<file path="config.mk">
export PLATFORM = sky130hd
export DESIGN_NAME = axis_uart_tx
export DESIGN_NICKNAME = d
export VERILOG_FILES = /design/src/rtl/uart_pkg.sv /design/src/rtl/uart_baud_gen.sv /design/src/rtl/axis_uart_tx.sv
export SDC_FILE = /design/constraint.sdc
export NUM_CORES = 1
export LEC_CHECK = 0
export ABC_AREA = 1
export ABC_CLOCK_PERIOD_IN_PS = 1750
export CAP_MARGIN = 20
export CORE_ASPECT_RATIO = 1.2
export CORE_MARGIN = 10
export CORE_UTILIZATION = 56
export DETAILED_ROUTE_END_ITERATION = 7
export PLACE_DENSITY_LB_ADDON = 0.12
export SYNTH_ARGS = -nofsm -noshare
export SYNTH_HDL_FRONTEND = slang
export SYNTH_SLANG_ARGS = --single-unit
export TNS_END_PERCENT = 50
</file>
<file path="constraint.sdc">
create_clock -name clk -period 1.75 [get_ports clk]
set_input_delay 0.2625 -clock clk [delete_from_list [all_inputs] [get_ports clk]]
set_output_delay 0.2625 -clock clk [all_outputs]
set_load 0.01 [all_outputs]
</file>
<file path="src/rtl/uart_pkg.sv">
// Shared UART definitions for the TX path (and the future RX path):
// FSM encoding, frame constants and the parity helper.
package uart_pkg;

  typedef enum logic [2:0] {
    ST_IDLE,
    ST_START,
    ST_DATA,
    ST_PARITY,
    ST_STOP
  } uart_state_e;

  localparam int   UART_DATA_BITS = 8;
  localparam logic PARITY_EVEN    = 1'b0;
  localparam logic PARITY_ODD     = 1'b1;

  // Bit that makes the total count of ones even (mode=PARITY_EVEN) or odd.
  function automatic logic parity_of(input logic [UART_DATA_BITS-1:0] data,
                                     input logic                      mode);
    return (^data) ^ (mode == PARITY_ODD);
  endfunction

endpackage

</file>
<file path="src/rtl/uart_baud_gen.sv">
// Bit-period timer: tick pulses for one cycle every div+1 cycles after clear.
module uart_baud_gen #(
  parameter int DIV_WIDTH = 16
) (
  input  logic                 clk,
  input  logic                 rst_n,
  input  logic                 clear,
  input  logic [DIV_WIDTH-1:0] div,
  output logic                 tick
);

  logic [DIV_WIDTH-1:0] cnt;

  // Decoded from the count only, so tick never depends on clear.
  assign tick = (cnt == div);

  // NOTE: sequential state uses non-blocking assignments so every flop
  // samples the pre-edge values, independent of statement order.
  always_ff @(posedge clk or negedge rst_n) begin
    if (!rst_n) begin
      cnt <= '0;
    end else if (clear || tick) begin
      cnt <= '0;
    end else begin
      cnt <= cnt + 1'b1;
    end
  end

endmodule

</file>
<file path="src/rtl/axis_uart_tx.sv">
// AXI-Stream byte sink driving a UART TXD line (8 data bits, LSB first,
// optional parity, 1 or 2 stop bits) with gap-free back-to-back frames.
module axis_uart_tx
  import uart_pkg::*;
#(
  parameter int   DIV_WIDTH  = 16,
  parameter logic IDLE_LEVEL = 1'b1
) (
  input  logic                 clk,
  input  logic                 rst_n,
  input  logic                 s_valid,
  output logic                 s_ready,
  input  logic [7:0]           s_data,
  input  logic [DIV_WIDTH-1:0] baud_div,
  input  logic                 parity_en,
  input  logic                 parity_odd,
  input  logic                 stop2,
  output logic                 txd,
  output logic                 busy
);

  uart_state_e          state, state_next;
  logic [2:0]           bit_cnt, bit_cnt_next;
  logic [7:0]           shift, shift_next;
  logic                 txd_next, busy_next;
  logic                 capture;
  logic                 ready_en;
  logic                 tick;
  logic                 last_stop;
  logic                 handshake;

  // Frame configuration frozen at the handshake.
  logic [DIV_WIDTH-1:0] div_q;
  logic                 par_en_q;
  logic                 par_bit_q;
  logic                 stop2_q;

  uart_baud_gen #(
    .DIV_WIDTH(DIV_WIDTH)
  ) u_baud_gen (
    .clk  (clk),
    .rst_n(rst_n),
    .clear(state == ST_IDLE),
    .div  (div_q),
    .tick (tick)
  );

  assign last_stop = (bit_cnt == 3'(stop2_q));
  assign s_ready   = ready_en &&
                     ((state == ST_IDLE) || ((state == ST_STOP) && tick && last_stop));
  assign handshake = s_valid && s_ready;

  // NOTE: ready_en holds s_ready low through reset and for the first edge
  // after release, without routing rst_n into combinational logic.
  always_ff @(posedge clk or negedge rst_n) begin
    if (!rst_n) ready_en <= 1'b0;
    else        ready_en <= 1'b1;
  end

  // NOTE: every output of this block gets a default first, so no path can
  // leave one unassigned and infer a latch.
  always_comb begin
    state_next   = state;
    bit_cnt_next = bit_cnt;
    shift_next   = shift;
    txd_next     = txd;
    busy_next    = busy;
    capture      = 1'b0;

    case (state)
      ST_IDLE: begin
        txd_next  = IDLE_LEVEL;
        busy_next = 1'b0;
      end
      ST_START: begin
        if (tick) begin
          state_next   = ST_DATA;
          txd_next     = shift[0];
          bit_cnt_next = '0;
        end
      end
      ST_DATA: begin
        if (tick) begin
          if (bit_cnt == 3'(UART_DATA_BITS - 1)) begin
            bit_cnt_next = '0;
            if (par_en_q) begin
              state_next = ST_PARITY;
              txd_next   = par_bit_q;
            end else begin
              state_next = ST_STOP;
              txd_next   = IDLE_LEVEL;
            end
          end else begin
            shift_next   = shift >> 1;
            txd_next     = shift[1];
            bit_cnt_next = bit_cnt + 3'd1;
          end
        end
      end
      ST_PARITY: begin
        if (tick) begin
          state_next   = ST_STOP;
          txd_next     = IDLE_LEVEL;
          bit_cnt_next = '0;
        end
      end
      ST_STOP: begin
        if (tick) begin
          if (last_stop) begin
            state_next = ST_IDLE;
            txd_next   = IDLE_LEVEL;
            busy_next  = 1'b0;
          end else begin
            bit_cnt_next = bit_cnt + 3'd1;
          end
        end
      end
      default: state_next = ST_IDLE;
    endcase

    // A handshake in the last stop cycle overrides the return to IDLE.
    if (handshake) begin
      capture      = 1'b1;
      state_next   = ST_START;
      txd_next     = ~IDLE_LEVEL;
      busy_next    = 1'b1;
      shift_next   = s_data;
      bit_cnt_next = '0;
    end
  end

  always_ff @(posedge clk or negedge rst_n) begin
    if (!rst_n) begin
      state     <= ST_IDLE;
      bit_cnt   <= '0;
      shift     <= '0;
      txd       <= IDLE_LEVEL;
      busy      <= 1'b0;
      div_q     <= '0;
      par_en_q  <= 1'b0;
      par_bit_q <= 1'b0;
      stop2_q   <= 1'b0;
    end else begin
      state   <= state_next;
      bit_cnt <= bit_cnt_next;
      shift   <= shift_next;
      txd     <= txd_next;
      busy    <= busy_next;
      if (capture) begin
        div_q     <= baud_div;
        par_en_q  <= parity_en;
        par_bit_q <= parity_of(s_data, parity_odd ? PARITY_ODD : PARITY_EVEN);
        stop2_q   <= stop2;
      end
    end
  end

endmodule

</file>
==> results.sh <==
export IMPL_antenna_found_initial=0
export IMPL_fin_util_pct=86.19
export IMPL_avgSynthCellArea_um2=7.269
export IMPL_status="complete, but fails checks"
export IMPL_root_buffer="clkbuf_8"
export IMPL_dieArea_um2=8470
export IMPL_grt_pass1_wl_mm=13.65
export IMPL_hpwl_mm=5.312
export IMPL_grt_pass1_vias=3079
export IMPL_synth_cell_types=31
export IMPL_hold_class="in2async"
export IMPL_cap_violations=0
export IMPL_fillCellCount=249
export IMPL_synth_top_cells_by_area="dfrtp_1 44%, nand2_1 17%, inv_1 7.5%, nor2_1 5.7%, o21ai_0 4.8%"
export IMPL_vias=3266
export IMPL_cts_tree="yes"
export IMPL_io_pin_count=33
export IMPL_path_clk_slew_ns=0.11
export IMPL_r2r_start="div_q[13]"
export IMPL_cp_max_fo=4
export IMPL_drt_iter0_markers=368
export IMPL_crit_arrival_ns=2.23
export IMPL_crit_type="reg2reg"
export IMPL_path_cells="nor2_1 > nor2_1 > nor2_1 > nand2_1 > nor2_2 > nand2_2 > nand2_4 > buf_8 > nand3_4 > buf_12 > buf_6 > nand2_2 > inv_2 > nand3_1 > nand2_1"
export IMPL_grt_overflow_total=0
export IMPL_final_nets=551
export IMPL_antenna_left=0
export IMPL_final_hold_viol_count=0
export IMPL_peakVddDrop_uv=583.0
export IMPL_start_kind="flip-flop"
export IMPL_failed_checks="setup timing"
export IMPL_finalNonFillerCells=579
export IMPL_port_buffer_count=32
export IMPL_cp_endpoint="bit_cnt[0]"
export IMPL_leakagePower_nw=2.212
export IMPL_num_antenna_cells=0
export IMPL_syn_nets=432
export IMPL_clock_latency_ns=0.32
export IMPL_r2r_cells=15
export IMPL_power_density_nw_per_um2=494.0
export IMPL_cpMaxStageDelayCell="dfrtp_1"
export IMPL_fp_dieW_um=85.70
export IMPL_tightest_slew_ns=0.5389
export IMPL_netlist_area_leader_share_pct=44.00
export IMPL_cts_buffer_depth=2
export IMPL_netlist_instances=399
export IMPL_die_h_um=98.84
export IMPL_finalCritPeriodShare_pct=115.9
export IMPL_worst_slack_ns=-0.2779
export IMPL_rr_endpoint="bit_cnt[0]"
export IMPL_drv_slew=0
export IMPL_fmax_mhz=493.1
export IMPL_crit_path_max_incr_delay_ns=0.44
export IMPL_setup_violations=46
export IMPL_placed_cells=547
export IMPL_drive_gt1_share_pct=31.41
export IMPL_critical_path_top_delay_family="simple AND/OR/NAND/NOR gates"
export IMPL_grt_max_degree=23
export IMPL_viasPerCell=5.641
export IMPL_skew_ns=0.02131
export IMPL_ys_seq_elements=52
export IMPL_reg2reg_slack_ns=-0.28
export IMPL_crit_start="div_q[13]"
export IMPL_first_pass_iters=5
export IMPL_fin_crit_ns=2.028
export IMPL_rows=28
export IMPL_cts_buffers=5
export IMPL_design_core_area_um2=4975
export IMPL_wl_per_cell_um=16.75
export IMPL_netlist_area_um2=2900
export IMPL_routed_wl_mm=9.700
export IMPL_required_ns=1.95
export IMPL_synth_largest_area_cell="dfrtp_1"
export IMPL_initial_core_util_pct=58.30
export IMPL_rsz0062_at_grt="true"
export IMPL_post_route_drc_count=0
export IMPL_cts_sink_count=52
export IMPL_htree_levels=2
export IMPL_final_common_cell="nand2_1"
export IMPL_grt_total_usage_pct=19.38
export IMPL_cp_num_buf_inv=4
export IMPL_cp_common_cell="nor2_1"
export IMPL_slew_headroom_pct=64.07
export IMPL_area_delta_synth_final_pct=47.84
export IMPL_cp_depth=15
export IMPL_worstSetupEndpointType="flip-flop"
export IMPL_seq_area_frac_synth_pct=44.91
export IMPL_gp_congestion=0.8710
export IMPL_ys_warnings_count=0
export IMPL_mostFrequentLayoutCells="117 x nand2_1, 74 x buf_4, 51 x dfrtp_1"
-- area by class of cell --
type	count	area, um2	share of cell area, %
multi-input cells	281	1515	35.34
well taps	60	75.07	1.751
repair buffers	118	1061	24.74
flip-flops and latches	52	1303	30.38
clock buffers	6	82.58	1.926
inverters	60	237.7	5.544
clock inverters	2	13.76	0.3210
-- how the worst min path moves through the flow --
stage / start / endpoint / cells past startpoint
floorplan: rst_n / bit_cnt[0] / 0
global placement: rst_n / div_q[8] / 1
detailed placement: rst_n / div_q[7] / 1
CTS: rst_n / div_q[7] / 2
global route: rst_n / div_q[7] / 2
finish: rst_n / div_q[7] / 2
-- stage by stage --
step / setup slack [ns] / setup TNS (ns) / total power, mW / cell area, um2 / hold WS [ns]
5_1_grt: -0.3371 / -10.28 / 2.186 / 4288 / 0.4691
4_1_cts: -0.1050 / -0.8909 / 2.095 / 4094 / 0.4674
6_report: -0.2779 / -6.765 / 2.118 / 4288 / 0.4381
3_3_place_gp: -0.1789 / -2.806 / 1.359 / 3734 / 0.2672
3_5_place_dp: -0.1784 / -3.709 / 1.365 / 3734 / 0.2731
2_1_floorplan: 0.1404 / 0 / 1.256 / 2900 / -0.03309
-- metal layers --
layer / global-route usage, % / wire (um)
met5: 0 / 0
met4: 7.487 / 444
met3: 4.448 / 673
met2: 36.55 / 5107
met1: 19.86 / 3476
-- cells by family after synthesis --
family / Yosys count / synth area share [%]
simple gates: 221 / 31.97
buf+inv: 66 / 10.01
flops: 52 / 44.91
compound gates: 46 / 8.671
xor+xnor: 10 / 3.020
fa+ha+maj: 3 / 1.294
other cells: 1 / 0.1293
-- sequential cells by signal, indices dropped and copies added, names as in the netlist --
register	cells
bit_cnt	3
busy	1
div_q	16
par_bit_q	1
par_en_q	1
ready_en	1
shift	8
state	3
stop2_q	1
txd	1
u_baud_gen.cnt	16
-- report_power, final --
group	internal, mW	switching [mW]
clock	0.325	0.443
combinational	0.0816	0.0654
sequential	1.20	0.000804
total	1.61	0.509
-- timing repair --
action	in CTS	in global routing
setup endpoints to repair	36	51
hold endpoints to repair	20	0
pin swaps	14	17
hold buffers	1	0
buffers inserted	15	7
gates resized for setup	37	44
cloned	1	0
-- cells in the mapped netlist, drive strengths merged --
| master | n |
|---|---|
| a21oi | 10 |
| a22oi | 1 |
| buf | 6 |
| clkinv | 1 |
| conb | 1 |
| dfrtp | 51 |
| dfstp | 1 |
| ha | 3 |
| inv | 59 |
| nand2 | 137 |
| nand3 | 27 |
| nand4 | 2 |
| nor2 | 45 |
| nor3 | 7 |
| nor3b | 1 |
| nor4 | 1 |
| o211ai | 1 |
| o21ai | 32 |
| o31ai | 2 |
| or2 | 1 |
| xnor2 | 4 |
| xor2 | 6 |
No activity file was read; power rests on OpenSTA's default activity.
==> edit: new RTL, same flow settings <==
`shift` no longer has a reset.
--- a/src/rtl/axis_uart_tx.sv
+++ b/src/rtl/axis_uart_tx.sv
@@ -134,5 +134,4 @@
       state     <= ST_IDLE;
       bit_cnt   <= '0;
-      shift     <= '0;
       txd       <= IDLE_LEVEL;
       busy      <= 1'b0;
@@ -144,5 +143,4 @@
       state   <= state_next;
       bit_cnt <= bit_cnt_next;
-      shift   <= shift_next;
       txd     <= txd_next;
       busy    <= busy_next;
@@ -156,4 +154,8 @@
   end
 
+  always_ff @(posedge clk) begin
+    shift <= shift_next;
+  end
+
 endmodule
 
Check against the original RTL: same outputs for any inputs over 10 cycles, from zero or initial values and one cycle with rst_n low; that may be too few to reach the edited logic, so the function may still have changed.
==> edit against the original RTL <==
- the flow still finishes with violations (setup timing)
- maximum frequency grew 2.0%
- worst setup slack gained 0.040 ns
- die area shrank 2.3%
- design area shrank 5.7%
- non-clock buffer count shrank 11
- via count shrank 15%
- routed wire length shrank 20%
- synthesized area shrank 2.9%
- sequential cell count is the same
- critical endpoint unchanged
Power is not compared: it rests on default switching activity, and its combinational part moved more than twofold at a synthesized area within 25%.
==> edit: results (changes against the original RTL) <==
Avg WL per Cell: 14.3 um (-14%)
Met2 usage: 0.322 (-0.0432)
Max incr delay on CP: 0.42 ns (-0.02 ns)
R2R depth: 14 (-1)
FF-to-FF Start: u_baud_gen.cnt[10]
Met1 Use GR: 0.177 (-0.0213)
Syn Nets: 410 (-5.1%)
Total GRT Usage: 0.172 (-0.0213)
EDFF count, synth: 8 (+8)
Startpoint types: register
Placement Cell Area: 3690 um2 (-1.1%)
Proportion of layout cells with a drive suffix above 1: 0.267 (-0.0475)
Clock skew: 0.0104 ns (-0.0109 ns)
DRT met1 WL: 2.98 mm (-14%)
Status: finished with violations
Largest cells by area after synthesis: dfrtp_1 38%, nand2_1 18%, edfxtp_1 8.5%, nor2_1 5.5%, inv_1 5.2%
Largest net degree at the start of global routing: 45 (+96%)
Async set-reset flop share out of synthesis: 0.846 (-0.154)
CP Max Fanout: 7 (+3)
Setup ws final: -0.238 ns (+0.0396 ns)
Mean Syn Cell Area: 7.47 um2 (+2.7%)
Vias per inst: 5.13 (-9.1%)
Pre-CTS WS: -0.395 ns (-0.217 ns)
Sequential fraction of the synthesis area: 0.477 (+0.0278)
First-pass detailed-route iteration total: 4 (-1)
Initial drt markers: 156 (-58%)
Dpl cells: 526 (-3.8%)
Slew headroom: 0.631 (-0.00942)
Failing checks: setup timing
Met3 Use GR: 0.0428 (-0.00170)
Final setup viols: 46 (unchanged)
Placer congestion estimate: 0.886 (+1.7%)
Post-synth top cells: 138 x nand2_1, 43 x dfrtp_1, 41 x nor2_1, 39 x inv_1, 14 x o21ai_1
Met2 wire len: 4.24 mm (-17%)
Vias in the first global route: 2,803 (-9.0%)
Nets@finish: 516 (-6.4%)
edit: cell count changes after synthesis, sizes merged, moves of 2 or more:
cell / unedited run / this run
edfxtp: 0 / 8
dfrtp: 51 / 43
nor3: 7 / 9
o21ai: 32 / 22
a21oi: 10 / 6
inv: 59 / 51
nand2: 137 / 141
nor3b: 1 / 3
xnor2: 4 / 7
nand4: 2 / 6
buf: 6 / 8
nand3: 27 / 11
edit: cell type report:
cell class / instances / area [um2]
clock buffer: 7 / 97.6
clock inverter: 1 / 5.00
fill: 315 / 863
inverter: 52 / 208
multi-input combinational: 265 / 1320
sequential: 52 / 1340
tap: 60 / 75.1
timing repair buffer: 107 / 996
edit: kinds of logic (layout without fill, tap and decap cells):
kind of cell	count (synthesis)	count (layout)	synth area share
flip-flops	52	52	0.477
adder cells (fa/ha/maj)	3	3	0.0133
buffers and inverters	60	167	0.0911
AND/OR/NAND/NOR	217	217	0.319
AO/OA/AOI/OAI	32	32	0.0609
XOR/XNOR	12	12	0.0373
other	1	1	0.00133
edit: power by group:
part | internal [W] | leakage (nW) | switching, W
Combinational | 0.00127 | 1.30 | 0.00140
Clock | 0.000368 | 0.0534 | 0.000410
Sequential | 0.00160 | 0.642 | 0.000209
edit: repair_timing:
action	in CTS	in global routing
pin swaps	1	6
gates cloned	2	3
buffers inserted	3	2
setup endpoints to repair	45	58
gates resized for setup	16	25
edit: through the flow:
step / hold WS, ns / utilization / setup TNS, ns / power, W
after floorplan: -0.0331 / - / -0.550 / 0.00309
after detailed placement: 0.374 / 0.753 / -3.35 / 0.00413
after CTS: 0.0357 / 0.791 / -4.64 / 0.00504
final: 0.0125 / 0.824 / -8.51 / 0.00526
after global routing: 0.0517 / 0.824 / -13.92 / 0.00564
after global placement: 0.366 / 0.753 / -2.33 / 0.00402
